$ cat src/rtl/access_pkg.sv
// access_pkg: key codes, one-hot state encodings and BCD constants shared by the
// parking access pin entry path. Revision 1.0.
`default_nettype none

package access_pkg;

  localparam int BCD_W = 4;

  localparam logic [3:0] KEY_CLEAR     = 4'hA;
  localparam logic [3:0] KEY_ENTER     = 4'hB;
  localparam logic [3:0] KEY_BACKSPACE = 4'hC;

  typedef enum logic [2:0] {
    ST_IDLE    = 3'b001,
    ST_COLLECT = 3'b010,
    ST_PRESENT = 3'b100
  } pin_state_e;

  function automatic logic is_digit(input logic [3:0] code);
    return code <= 4'd9;
  endfunction

endpackage

`default_nettype wire

$ cat src/rtl/pin_entry_collector_if.sv
// pin_entry_collector_if: keypad inputs and PIN valid/ready handshake bundle.
// Revision 1.0.
`default_nettype none

interface pin_entry_collector_if #(
  parameter int NUM_DIGITS = 4
);
  localparam int CNT_W = $clog2(NUM_DIGITS + 1);

  logic                    key_valid;
  logic [3:0]              key_code;
  logic                    vehicle_present;
  logic                    pin_ready;
  logic                    pin_valid;
  logic [4*NUM_DIGITS-1:0] pin_value;
  logic [CNT_W-1:0]        digit_count;
  logic                    entry_error;

  // master drives keys and the downstream ready; slave is the collector
  modport master (
    output key_valid, key_code, vehicle_present, pin_ready,
    input  pin_valid, pin_value, digit_count, entry_error
  );

  modport slave (
    input  key_valid, key_code, vehicle_present, pin_ready,
    output pin_valid, pin_value, digit_count, entry_error
  );

endinterface

`default_nettype wire

$ cat src/rtl/pin_entry_collector_timeout_timer.sv
// pin_timeout_timer: saturating idle counter; expired_o flags the last allowed
// idle cycle. Revision 1.0.
`default_nettype none

module pin_timeout_timer #(
  parameter int TIMEOUT_CYCLES = 1000
) (
  input  logic clock,
  input  logic reset,
  input  logic clear_i,
  input  logic enable_i,
  output logic expired_o
);

  localparam int            TW   = $clog2(TIMEOUT_CYCLES);
  localparam logic [TW-1:0] LAST = TW'(TIMEOUT_CYCLES - 1);

  logic [TW-1:0] count_q;

  always_ff @(posedge clock) begin
    if (reset || clear_i) begin
      count_q <= '0;
    end else if (enable_i && (count_q != LAST)) begin
      count_q <= count_q + TW'(1);
    end
  end

  assign expired_o = (count_q == LAST);

endmodule

`default_nettype wire

$ cat src/rtl/pin_entry_collector.sv
// pin_entry_collector: assembles keypad digits into a packed BCD PIN and offers it
// over valid/ready. Optional PIN_ENTRY_BACKSPACE_EN makes 0xC a backspace. Rev 1.0.
`default_nettype none

module pin_entry_collector
  import access_pkg::*;
#(
  parameter int NUM_DIGITS     = 4,
  parameter int TIMEOUT_CYCLES = 1000
) (
  input  logic                  clock,
  input  logic                  reset,
  pin_entry_collector_if.slave  bus
);

  localparam int            VW   = BCD_W * NUM_DIGITS;
  localparam int            CW   = $clog2(NUM_DIGITS + 1);
  localparam logic [CW-1:0] FULL = CW'(NUM_DIGITS);

  pin_state_e    state_q, state_d;
  logic [VW-1:0] value_q, value_d;
  logic [CW-1:0] count_q, count_d;
  logic          error_q, error_d;
  logic          key_accept;
  logic          expired;

  logic digit_key, clear_key, enter_key, bksp_key;

  assign digit_key = bus.key_valid && is_digit(bus.key_code);
  assign clear_key = bus.key_valid && (bus.key_code == KEY_CLEAR);
  assign enter_key = bus.key_valid && (bus.key_code == KEY_ENTER);
`ifdef PIN_ENTRY_BACKSPACE_EN
  assign bksp_key  = bus.key_valid && (bus.key_code == KEY_BACKSPACE) && (count_q != '0);
`else
  assign bksp_key  = 1'b0;
`endif

  always_ff @(posedge clock) begin
    if (reset) begin
      state_q <= ST_IDLE;
      value_q <= '0;
      count_q <= '0;
      error_q <= 1'b0;
    end else begin
      state_q <= state_d;
      value_q <= value_d;
      count_q <= count_d;
      error_q <= error_d;
    end
  end

  always_comb begin
    state_d    = state_q;
    value_d    = value_q;
    count_d    = count_q;
    error_d    = 1'b0;
    key_accept = 1'b0;
    unique case (state_q)
      ST_IDLE: begin
        if (bus.vehicle_present && digit_key) begin
          value_d = VW'(bus.key_code);
          count_d = CW'(1);
          state_d = ST_COLLECT;
        end
      end
      ST_COLLECT: begin
        // branch order encodes priority: abort, digit, clear/backspace, enter, timeout
        if (!bus.vehicle_present) begin
          state_d = ST_IDLE;
          value_d = '0;
          count_d = '0;
        end else if (digit_key) begin
          key_accept = 1'b1;
          if (count_q < FULL) begin
            value_d = {value_q[VW-BCD_W-1:0], bus.key_code};
            count_d = count_q + CW'(1);
          end else begin
            error_d = 1'b1;
          end
        end else if (clear_key) begin
          key_accept = 1'b1;
          value_d    = '0;
          count_d    = '0;
        end else if (bksp_key) begin
          key_accept = 1'b1;
          value_d    = value_q >> BCD_W;
          count_d    = count_q - CW'(1);
        end else if (enter_key) begin
          key_accept = 1'b1;
          if (count_q == FULL) begin
            state_d = ST_PRESENT;
          end else begin
            error_d = 1'b1;
            value_d = '0;
            count_d = '0;
            state_d = ST_IDLE;
          end
        end else if (expired) begin
          error_d = 1'b1;
          value_d = '0;
          count_d = '0;
          state_d = ST_IDLE;
        end
      end
      ST_PRESENT: begin
        if (bus.pin_ready) begin
          state_d = ST_IDLE;
          value_d = '0;
          count_d = '0;
        end
      end
      default: begin
        state_d = ST_IDLE;
        value_d = '0;
        count_d = '0;
      end
    endcase
  end

  pin_timeout_timer #(
    .TIMEOUT_CYCLES(TIMEOUT_CYCLES)
  ) u_timer (
    .clock    (clock),
    .reset    (reset),
    .clear_i  (key_accept || (state_q != ST_COLLECT)),
    .enable_i (state_q == ST_COLLECT),
    .expired_o(expired)
  );

  assign bus.pin_valid   = (state_q == ST_PRESENT);
  assign bus.pin_value   = value_q;
  assign bus.digit_count = count_q;
  assign bus.entry_error = error_q;

endmodule

`default_nettype wire

$ cat src/flat_wrapper.sv
// flat-port wrapper written by rule: the top's interface ports become plain ports
module pin_entry_collector_flat import access_pkg::*;
#(
  parameter int NUM_DIGITS     = 4,
  parameter int TIMEOUT_CYCLES = 1000
)
  (clock, reset, bus_key_valid, bus_key_code, bus_vehicle_present, bus_pin_ready, bus_pin_valid, bus_pin_value, bus_digit_count, bus_entry_error);
  pin_entry_collector_if #(.NUM_DIGITS(NUM_DIGITS)) bus_i ();
  input  logic clock;
  input  logic reset;
  input wire logic [$bits(bus_i.key_valid)-1:0] bus_key_valid;
  input wire logic [$bits(bus_i.key_code)-1:0] bus_key_code;
  input wire logic [$bits(bus_i.vehicle_present)-1:0] bus_vehicle_present;
  input wire logic [$bits(bus_i.pin_ready)-1:0] bus_pin_ready;
  output wire logic [$bits(bus_i.pin_valid)-1:0] bus_pin_valid;
  output wire logic [$bits(bus_i.pin_value)-1:0] bus_pin_value;
  output wire logic [$bits(bus_i.digit_count)-1:0] bus_digit_count;
  output wire logic [$bits(bus_i.entry_error)-1:0] bus_entry_error;
  assign bus_i.key_valid = bus_key_valid;
  assign bus_i.key_code = bus_key_code;
  assign bus_i.vehicle_present = bus_vehicle_present;
  assign bus_i.pin_ready = bus_pin_ready;
  assign bus_pin_valid = bus_i.pin_valid;
  assign bus_pin_value = bus_i.pin_value;
  assign bus_digit_count = bus_i.digit_count;
  assign bus_entry_error = bus_i.entry_error;
  pin_entry_collector #(.NUM_DIGITS(NUM_DIGITS), .TIMEOUT_CYCLES(TIMEOUT_CYCLES)) u_core (.clock(clock), .reset(reset), .bus(bus_i));
endmodule
$ cat config.mk
export PLATFORM = sky130hd
export DESIGN_NAME = pin_entry_collector_flat
export DESIGN_NICKNAME = d
export VERILOG_FILES = /design/src/rtl/access_pkg.sv /design/src/rtl/pin_entry_collector_if.sv /design/src/rtl/pin_entry_collector_timeout_timer.sv /design/src/rtl/pin_entry_collector.sv /design/src/flat_wrapper.sv
export SDC_FILE = /design/constraint.sdc
export NUM_CORES = 1
export LEC_CHECK = 0
export BUFFER_PORTS_ARGS = -buffer_cell sky130_fd_sc_hd__buf_2
export CORE_UTILIZATION = 53
export CTS_CLUSTER_SIZE = 10
export DETAILED_ROUTE_END_ITERATION = 16
export GPL_ROUTABILITY_DRIVEN = 1
export PLACE_DENSITY = 0.77
export SLEW_MARGIN = 20
export SYNTH_ARGS = -nofsm -noshare
export SYNTH_HDL_FRONTEND = slang
export SYNTH_SLANG_ARGS = --single-unit
export TNS_END_PERCENT = 1
$ cat constraint.sdc
create_clock -name clock -period 2.5 [get_ports clock]
set_clock_uncertainty 0.2 [all_clocks]
set_input_delay 0.375 -clock clock [delete_from_list [all_inputs] [get_ports clock]]
set_output_delay 0.375 -clock clock [all_outputs]
set_load 0.01 [all_outputs]
# After elaboration in Yosys (flattened, before gate mapping)
# Index checks and enable logic that the tools add are counted.
[classes] n_reduce_logical=10 n_addsub=2 n_mux=40 order_cmp=2 n_bitwise=2 n_eq_ne=17
[op_table] operator="$mux W16" count=9
[op_table] operator="$mux W3" count=17
[op_table] operator="$pmux W16 S3" count=1
[op_table] operator="$pmux W3 S3" count=2
[op_table] operator="$mux W1" count=11
[op_table] operator="$add A10 B1 Y10 const B" count=1
[op_table] operator="$eq A10 B10 Y1 const B" count=1
[op_table] operator="$ne A10 B10 Y1 const B" count=1
[op_table] operator="$reduce_and A5 Y1" count=2
[op_table] operator="$eq A4 B4 Y1 const B" count=2
[op_table] operator="$eq A3 B3 Y1 const B" count=2
[op_table] operator="$ne A3 B3 Y1 const B" count=2
[op_table] operator="$ne A6 B2 Y1 const B" count=1
[op_table] operator="$ne A6 B4 Y1 const B" count=1
[op_table] operator="$logic_and A1 B1 Y1" count=5
[op_table] operator="$le A4 B4 Y1 const B" count=1
[op_table] operator="$ne A4 B2 Y1 const B" count=1
[op_table] operator="$ne A4 B4 Y1 const B" count=1
[op_table] operator="$add A3 B1 Y3 const B" count=1
[op_table] operator="$eq A3 B1 Y1 const B" count=1
[op_table] operator="$eq A3 B2 Y1 const B" count=1
[op_table] operator="$lt A3 B3 Y1 const B" count=1
[op_table] operator="$ne A3 B2 Y1 const B" count=1
[op_table] operator="$reduce_or A3 Y1" count=1
[op_table] operator="4 further kinds" count=6
[totals] ff_bits=33 out_inout_bits=21 input_bits=9

# Logic depth before layout (Yosys ltp)
# Gate-level depths: netlist of run 1.
[logic_depth] ltp_word=9 ltp_mapped=9

# Modules after synthesis
# A second synthesis of run 1 with hierarchy kept.
[unflattened] hier_cells=185 area_unflattened_um2=1717.9
[by_module_without_submodules] mod="pin_entry_collector" area_each_um2=1154.9 instances=1 cells_each=120 seq_area_each_um2=460.4
[by_module_without_submodules] mod="pin_timeout_timer" area_each_um2=563.0 instances=1 cells_each=65 seq_area_each_um2=200.2

# Worst setup path after synthesis of run 1
# Ideal clock, no wire load.
[synth_timing] kind="register to register" start="register u_core.count_q[0], in the netlist u_core.bus.digit_count[0]" end="register u_core.value_q[10], in the netlist u_core.bus.pin_value[10]" setup_time_ns=0.117 path_slack_ns=0.493 t_arrival_ns=1.690 t_required_ns=2.183 path_stages_with_launch=10 period_less_slack_ns=2.007 path_cell_list="dfxtp_1 > inv_1 > ha_1 > and2_1 > a41oi_2 > nor2b_2 > buf_6 > a21oi_4 > buf_6 > a22o_1"
[synth_via] elab_chain_cells=3 word_cells_on_any_way=5 classes_between="order compare: 1; eq/ne: 3; reduce/logical: 1"
[synth_lines] item="start, declared" line_no="pin_entry_collector.sv:22" rtl="logic [CW-1:0] count_q, count_d;"
[synth_lines] item="start signal, assigned" line_no="pin_entry_collector.sv:47" rtl="count_q <= count_d;"
[synth_lines] item="$lt A3 B3 Y1 / $eq A3 B3 Y1 (equally long branches)" line_no="pin_entry_collector.sv:74, pin_entry_collector.sv:90"
[synth_lines] item="$ne A4 B4 Y1 (no source line) / $ne A6 B4 Y1 (equally long branches)"
[synth_lines] item="$reduce_and A5 Y1 (no source line) (*)"
[synth_lines] item="end signal, assigned" line_no="pin_entry_collector.sv:46" rtl="value_q <= value_d;"
[synth_lines] item="end, declared" line_no="pin_entry_collector.sv:21" rtl="logic [VW-1:0] value_q, value_d;"
# Every way passes the cells marked *; elsewhere a longest branch is shown, timed or not.
# A chain may end at the register's enable or synchronous reset.

# Worst setup path in the final report of run 1
[layout_timing] start="register u_core.count_q[0], in the netlist u_core.bus.digit_count[0]" end="register u_core.value_q[3], in the netlist u_core.bus.pin_value[3]"
# Same word-level chain as after synthesis.

==> results of run 1 <==
-- cell families after synthesis --
family	synth area share, %
adder cells (fa/ha/maj)	2.523
flip-flops	44.41
buffers and inverters	3.616
multiplexers	2.019
AO/OA/AOI/OAI	21.78
AND/OR/NAND/NOR	20.35
XOR/XNOR	5.299
-- worst max-delay path, delay by kind of cell (launching register included) --
| family | cells | cell delay [ns] |
|---|---|---|
| DFF | 1 | 0.41 |
| AOI/OAI and AO/OA | 2 | 0.52 |
| adders and majority gates | 1 | 0.18 |
| buffers and inverters | 1 | 0.07 |
| and+or+nand+nor | 3 | 0.79 |
-- cells in the mapped netlist (2+ instances only) --
library cell and count:
sky130_fd_sc_hd__a21oi_1 2, sky130_fd_sc_hd__o21ai_0 2, sky130_fd_sc_hd__and2_1 2, sky130_fd_sc_hd__nand3_1 4, sky130_fd_sc_hd__buf_6 3, sky130_fd_sc_hd__inv_1 3
sky130_fd_sc_hd__nor2_1 13, sky130_fd_sc_hd__xnor2_1 2, sky130_fd_sc_hd__nor3b_1 2, sky130_fd_sc_hd__dfxtp_1 33, sky130_fd_sc_hd__a22o_2 3, sky130_fd_sc_hd__mux2i_1 3
sky130_fd_sc_hd__xor2_1 7, sky130_fd_sc_hd__ha_1 3, sky130_fd_sc_hd__a31oi_1 2, sky130_fd_sc_hd__and3_1 2, sky130_fd_sc_hd__a31oi_4 2, sky130_fd_sc_hd__nand4_1 3
sky130_fd_sc_hd__a31o_2 2, sky130_fd_sc_hd__nand2_1 11, sky130_fd_sc_hd__and4_2 2, sky130_fd_sc_hd__a22o_1 10
-- placed cells by master (no fill, tap or decap), types with 3 or more instances in the layout --
master / instances
sky130_fd_sc_hd__a22o_1: 10
sky130_fd_sc_hd__a22o_2: 3
sky130_fd_sc_hd__buf_2: 29
sky130_fd_sc_hd__clkbuf_4: 5
sky130_fd_sc_hd__dfxtp_1: 33
sky130_fd_sc_hd__ha_1: 3
sky130_fd_sc_hd__inv_1: 3
sky130_fd_sc_hd__mux2i_1: 3
sky130_fd_sc_hd__nand2_1: 11
sky130_fd_sc_hd__nand3_1: 4
sky130_fd_sc_hd__nand4_1: 3
sky130_fd_sc_hd__nor2_1: 13
sky130_fd_sc_hd__xor2_1: 7
-- per-layer routing --
metal  global-route usage, %  vias to the layer above  share of wire [%]
met5                       0                        -                  0
met4                   8.750                        0                1.3
met3                   5.738                        5                5.4
met2                   33.53                       45                 45
met1                   26.76                      568                 48
li1                        -                      593                  -
-- registers in the layout, summed over array words and instances, names as in the netlist --
signal                  cells
u_core.bus.digit_count      3
u_core.bus.entry_error      1
u_core.bus.pin_value       16
u_core.state_q              3
u_core.u_timer.count_q     10
-- worst max path at each step --
stage | start | to | cells after the start
2_1_floorplan | u_core.bus.digit_count[0] | u_core.bus.pin_value[10] | 9
3_3_place_gp | u_core.bus.digit_count[0] | u_core.bus.pin_value[2] | 7
3_5_place_dp | u_core.bus.digit_count[0] | u_core.bus.pin_value[3] | 7
4_1_cts | u_core.bus.digit_count[0] | u_core.bus.pin_value[3] | 7
5_1_grt | u_core.bus.digit_count[0] | u_core.bus.pin_value[2] | 7
6_report | u_core.bus.digit_count[0] | u_core.bus.pin_value[3] | 7
-- cell type report --
| cell class | count | area, sq um | area share (%) |
|---|---|---|---|
| Clock buffer | 7 | 65.06 | 3.815 |
| Clock inverter | 1 | 5.005 | 0.2935 |
| Inverter | 3 | 11.26 | 0.6603 |
| Multi-Input combinational cell | 101 | 773.2 | 45.34 |
| Sequential cell | 33 | 660.6 | 38.74 |
| Tap cell | 30 | 37.54 | 2.201 |
| Timing Repair Buffer | 30 | 152.6 | 8.951 |
-- per-stage QoR --
step           util, %  worst slack (ns)
2_1_floorplan        -            0.4928
3_3_place_gp     63.69            0.3854
3_5_place_dp     63.69            0.2966
4_1_cts          66.42            0.2701
5_1_grt          66.42            0.1156
6_report         66.42            0.2223
-- power breakdown --
| part | leakage (nW) | total, mW | internal (mW) | switching (mW) |
|---|---|---|---|---|
| Sequential | 0.267 | 0.569 | 0.548 | 0.0212 |
| Combinational | 0.407 | 0.175 | 0.0742 | 0.101 |
| Clock | 0.0413 | 0.334 | 0.163 | 0.171 |
| Total | 0.715 | 1.08 | 0.785 | 0.293 |
==> flow_results.org, run 1 <==
** Layout
- The finished cells cover roughly 0.0017 sq mm.
- Fraction of layout instances using a drive strength above 1 :: between 30 and 40%
- Area growth from synthesis to final layout :: 14.63%
- Number of non-filler instances in the completed layout :: a little over 200
- The repair_antennas step left the layout with diodes totalling 0.
- Post-layout nets :: 186
- Total of fill cells in the finished design :: about 230

** CTS
- Clock transition time at the flip-flop clock pins of the worst setup and hold paths :: 0.10 ns
- Buffers inserted to repair hold after CTS numbered 0.
- Clock latency on the worst-skew pair, taken at its later pin, is about 0.32 ns.
- The number of setup buffers added after CTS is 0.
- Max clock buf depth :: 2
- In this run, post-CTS repair resized a total of 0 instances.
- Clock tree synthesis found a total of 33 sinks.
- TritonCTS built the clock tree.
- In this run the number of H-tree levels came out at 2.
- Root buf cell :: sky130_fd_sc_hd__clkbuf_4
- The number of clock buffers added by TritonCTS is 5.

** Worst setup path
- For this run, the slowest stage of the critical path takes 0.41 ns.
- Measured in cells, the most critical reg-to-reg path has a length of 7.
- Slack of the worst reg-to-reg path :: roughly 0.22 ns
- Largest fanout on the critical path :: 8
- Required arrival time at the worst endpoint :: 2.52 ns
- At the worst endpoint, the arrival time is about 2.3 ns.
- Start-to-end type of the worst setup path :: flip-flop to flip-flop
- Critical path launch point type :: flip-flop
- The endpoint identified for the worst register-to-register timing path is u_core.bus.pin_value[3].
- Worst reg2reg startpoint :: u_core.bus.digit_count[0]
- STA classifies the critical path endpoint as a flip-flop.
- The signal on the critical path passes through inv_1 -> ha_1 -> and2_1 -> a41oi_2 -> nor2b_2 -> nand2_1 -> a31o_2.
- On the critical path, the stage with the largest delay is an instance of sky130_fd_sc_hd__dfxtp_1.

** Power
- Leakage component of the power :: between 0.7 and 0.8 nW
- Overall power consumption after layout is estimated at around 1.1 mW.
- Worst supply voltage drop on vdd :: between 0.4 and 0.5 mV
- Power Density :: about 630 mW/mm^2

** Timing
- Worst hold-check slack :: 0.1313 ns
- For the pin with the worst max-slew slack, the measured transition is about 0.52 ns.
- Total count of hold-check failures in the final report :: 0
- Top achievable clock speed :: 0.4390 GHz
- In the finished design, the share of the clock period the worst path needs comes to approximately nine tenths.
- Final setup violation count :: 0
- The max-slew violation total from the final report came to 0.
- Setup repair after global routing left no endpoint under its margin.
- Max-slew headroom :: around two thirds
- After routing, the total negative slack on setup checks comes to 0 ns.
- The smallest clock period supported by the final layout is computed as about 2.3 ns.

** Logic synthesis
- Post-synth EDFFs :: 0
- Yosys mapped the design onto 48 distinct sky130hd cell types.
- The number of nets handed over by synthesis was between 150 and 200.
- Gate Count Post-Synth :: between 100 and 150
- Sequential fraction of the synthesis area :: approximately 44%
- Share of synthesized registers carrying an async set or reset :: 0%
- The biggest area contributor in the post-synthesis netlist is sky130_fd_sc_hd__dfxtp_1.
- Synth top area share :: around 44%
- Yosys warnings :: 0
- Most common flop cell mapped by yosys :: sky130_fd_sc_hd__dfxtp_1
- Sorting the synthesized cells by area gives the leading types as sky130_fd_sc_hd__dfxtp_1 (44%), sky130_fd_sc_hd__a22o_1 (5.9%), sky130_fd_sc_hd__xor2_1 (4.1%).
- Area of the mapped netlist :: 0.001488 sq mm
- Averaged over all synthesized cells, the footprint is between 10 and 15 sq um.
- Number of synthesized register bits :: 33

** Floorplanning
- The die covers about 0.0030 sq mm.
- Vertical die dimension :: between 50 and 60 um
- Row generation in the floorplan step produced 18 rows.
- For this configuration, the core starts out at a cell density of just under 60%.
- 30 I/O pins were placed.
- The core region is around 0.0026 sq mm.
- From left edge to right edge, the die measures approximately 55 um.

** Route
- For this block, the via count after detailed routing is 1,211.
- Number of DRC violations after detailed-routing iteration 0 :: 26
- Number of optimization iterations in the first detailed-route pass :: 4
- Detailed-route DRC error count :: 0
- Detail-routed net length per standard cell :: between 10 and 15 um
- Number of vias per cell :: 5.907
- Wires add up to just under 3000 um.
- Post-detailed-route count of antenna-violating nets :: 0

** Place
- Placed cell areas :: around 0.0016 sq mm
- Routability-driven placement finished with a final weighted congestion of ~0.84.
- Detailed placement finished with a half-perimeter wire length of 2170 um.
- During placement, the flow inserted port buffers numbering 29.
- Number of cells in the design after placement :: a little under 200

** Status
- Run status :: finished, final reports clean

** Min path
- Number of cells on the worst hold path :: 3
- End of the worst hold path :: u_core.bus.pin_value[1]
- The startpoint identified for the worst hold timing path is bus_key_code[1].
- The min-delay analysis places its worst path in the category input port to flip-flop.

** Global route
- The initial antenna violation count came to 0.
- In the global route stage, overall resource usage came out at a little over a fifth.
- The number of global-route vias before repair was 1,048.
- Wire length of the first global-routing pass :: approximately 4500 um
- Entering global routing, the biggest net connects 14 pins.
- Overflow left after global routing :: 0

** Run
- Across the run, the number of max-cap violations was 0.
Power figures use the tool's default switching activity.
==> run 2: changes to the inputs <==
clock period = 2.38 ns   (was 2.5 ns; I/O delays follow)
==> run 2 against run 1 <==
  * Critical path depth stayed put
  * Sequential share of layout area fell by 0.11 points
  * First-iteration DRC count is 15% higher
  * Power up 5.6%
  * Cell count is the same
  * Die area unchanged
  * Sequential cell count is the same
  * Largest cell class unchanged
  * Setup slack better by 0.017 ns
  * Via count is 1.5% lower
  * Critical path type unchanged
  * Maximum frequency up 6.4%
  * Largest power group unchanged
  * Routed wire length grew 1.4%
==> flow_results.org, run 2 (same netlist as run 1, synthesis figures left out) <==
** CTS
- Max clock buf depth :: 2 (unchanged)
- Clock transition time at the flip-flop clock pins of the worst setup and hold paths :: 0.10 ns (about the same)
- Clock tree from TritonCTS :: built
- The clock buffer count from CTS is 5 (unchanged).
- Root buf cell :: sky130_fd_sc_hd__clkbuf_4
- The H-tree depth came to 2 (unchanged).
- The clock sink count was 33 (unchanged).
- Latest clock arrival within the worst-skew pair :: 0.31 ns (about the same)
- The count of hold-fix buffers inserted at cts came to 0 (unchanged).

** Min path
- For hold timing, the worst endpoint is u_core.bus.pin_value[1].
- Number of cells on the worst hold path :: 3 (unchanged)
- Type of the worst min-delay path :: input port to flip-flop
- The worst hold path begins at bus_key_code[1].

** Route
- The routed wire length on met3 came to 135 um (-13%).
- Total vias in the final route :: 1,193 (-1.5%)
- Detail-routed net length per standard cell :: 14.39 um (+1.4%)
- Overall routed net length :: 2949 um (+1.4%)
- Number of DRC violations after detailed-routing iteration 0 :: 30 (+15%)
- The post-route met1 wirelength was 1422 um (+1.4%).
- Signal routing reaches up to met4.
- The count of TritonRoute iterations in the first routing pass was 4 (unchanged).
- Number of vias per cell :: 5.820 (-1.5%)
- Total length of routed met2 wires :: 1370 um (+4.6%)
- Post-detailed-route count of antenna-violating nets :: 0 (unchanged)
- Detailed-route DRC error count :: 0 (unchanged)

** Layout
- Leaving out fill and tap cells, the most frequent cell in the layout is sky130_fd_sc_hd__dfxtp_1.
- Commonest non-fill, non-tap cells in the layout :: sky130_fd_sc_hd__dfxtp_1 (33), sky130_fd_sc_hd__buf_2 (29), sky130_fd_sc_hd__nor2_1 (13)
- The number of antenna diodes is 0 (unchanged).
- Fin util :: 66.62% (+0.19 points)
- The number of filler cells placed in the layout is 225 (-0.88%).
- Post-layout nets :: 186 (unchanged)
- The layout cell share with drive strength beyond 1 came to 33.14% (unchanged).
- The number of flip-flops in the largest register is 16 (unchanged).
- From synthesis to final layout, the design area changed by 14.97%.

** Run
- # Max-Cap Violations :: 0 (unchanged)

** Floorplanning
- The chip width came to 54.98 um (unchanged).
- Starting Density :: 57.94% (unchanged)
- The chip height came to 54.98 um (unchanged).
- Area of the die :: 0.003023 sq mm (unchanged)
- Area of the core :: 0.002567 sq mm (unchanged)
- Ports placed on the boundary :: 30 (unchanged)
- Std cell rows :: 18 (unchanged)

** Timing
- The number of failing hold endpoints at the final stage came to 0 (unchanged).
- Worst-Margin Slew :: 0.5211 ns (+0.0004910 ns)
- Top achievable clock speed :: 0.4671 GHz (+6.4%)
- The final-report setup violation count was 0 (unchanged).
- The max-slew violation total from the final report came to 0 (unchanged).
- Final Critical Period :: 2.141 ns (-0.1370 ns)
- The headroom to the max-slew limit came to 64.77% (about the same).
- Setup repair after global routing left no endpoint under its margin.
- The part of the cycle the worst path needs was 89.95% (-1.2 points).
- The accumulated negative setup slack came to 0 ns (unchanged).

** Place
- I/O Buffers :: 29 (unchanged)
- HPWL after DPL :: 2170 um (unchanged)
- The final weighted congestion of routability-driven global placement came to 0.8264 (-2.2%).

** Worst setup path
- Critical path launch point type :: flip-flop
- Largest fanout on the critical path :: 8 (unchanged)
- Arrival time at the worst endpoint :: 2.16 ns (-0.14 ns)
- Kind of capture point of the worst setup path :: flip-flop
- Slack of the worst reg-to-reg path :: 0.24 ns (+0.02 ns)
- The startpoint identified for the worst register-to-register timing path is u_core.bus.digit_count[0].
- The worst register-to-register path ends at u_core.bus.pin_value[3].
- The number of cell instances on the worst register-to-register path came to 7 (unchanged).
- The required arrival time at the worst endpoint is 2.40 ns (-0.12 ns).
- Start-to-end type of the worst setup path :: flip-flop to flip-flop

** Power
- The standby leakage power is 0.7232 nW (+1.1%).
- Worst supply voltage drop on vdd :: 0.5030 mV (+5.0%)
- Power after layout :: 1.138 mW (+5.6%)
- The power per cell area is 665.4 mW/mm^2 (+5.3%).

** Global route
- Wire length of the first global-routing pass :: 4464 um (unchanged)
- The initial antenna violation count is 0 (unchanged).
- The number of global-route vias before repair is 1,048 (unchanged).
- The global route total overflow came to 0 (unchanged).
- Pin count of the biggest net entering global routing :: 14 (unchanged)
- Combined global-route utilization of all metal layers :: 21.09% (unchanged)

** Status
- Run status :: finished, final reports clean
-- run 2: cell count changes in the layout (fill, tap and decap cells not counted) --
cell                      change
sky130_fd_sc_hd__nor2b_4      +1
sky130_fd_sc_hd__nor2b_2      -1
-- run 2: layout make-up --
cell class                      count  area [sq um]  area share, %
Tap cell                           30         37.54          2.195
Multi-Input combinational cell    101         778.2          45.50
Clock inverter                      1         5.005         0.2926
Sequential cell                    33         660.6          38.62
Timing Repair Buffer               30         152.6          8.925
Inverter                            3         11.26         0.6584
Clock buffer                        7         65.06          3.804
-- run 2: critical path: stages, from the launching register on --
cell and delay (ns):
sky130_fd_sc_hd__dfxtp_1 0.42, sky130_fd_sc_hd__inv_1 0.07, sky130_fd_sc_hd__ha_1 0.18, sky130_fd_sc_hd__and2_1 0.19, sky130_fd_sc_hd__a41oi_2 0.23, sky130_fd_sc_hd__nor2b_4 0.29, sky130_fd_sc_hd__nand2_1 0.18, sky130_fd_sc_hd__a31o_2 0.28
-- run 2: worst max-delay path by stage --
stage | from | to | slack, ns | depth (start not counted)
finish | u_core.bus.digit_count[0] | u_core.bus.pin_value[3] | 0.24 | 7
detailed placement | u_core.bus.digit_count[0] | u_core.bus.pin_value[3] | 0.18 | 7
CTS | u_core.bus.digit_count[0] | u_core.bus.pin_value[3] | 0.15 | 7
global placement | u_core.bus.digit_count[0] | u_core.bus.pin_value[2] | 0.27 | 7
floorplan | u_core.bus.digit_count[0] | u_core.bus.pin_value[10] | 0.37 | 9
global route | u_core.bus.digit_count[0] | u_core.bus.pin_value[2] | 0.15 | 7
-- run 2: repair_timing --
item	in CTS	in global routing
setup endpoints to repair	0	2
buffers inserted	0	0
resized for setup	0	1
-- run 2: per-layer routing --
| layer | global-route usage, % | up-vias |
|---|---|---|
| li1 | - | 591 |
| met1 | 26.76 | 571 |
| met2 | 33.53 | 29 |
| met3 | 5.738 | 2 |
| met4 | 8.750 | 0 |
| met5 | 0 | - |
-- run 2: power breakdown --
group	internal [mW]	total, mW	switching (mW)
Sequential	0.575	0.598	0.0226
Combinational	0.0805	0.191	0.110
Clock	0.171	0.350	0.178
-- run 2: stage by stage --
stage | hold WS [ns] | instance area, sq um | setup slack (ns) | instances
4_1_cts | 0.1064 | 1705 | 0.1501 | 205
3_3_place_gp | 0.2576 | 1635 | 0.2654 | 197
3_5_place_dp | 0.2700 | 1635 | 0.1766 | 197
2_1_floorplan | 0.2713 | 1488 | 0.3728 | 142
6_report | 0.1157 | 1710 | 0.2393 | 205
5_1_grt | 0.1187 | 1710 | 0.1493 | 205
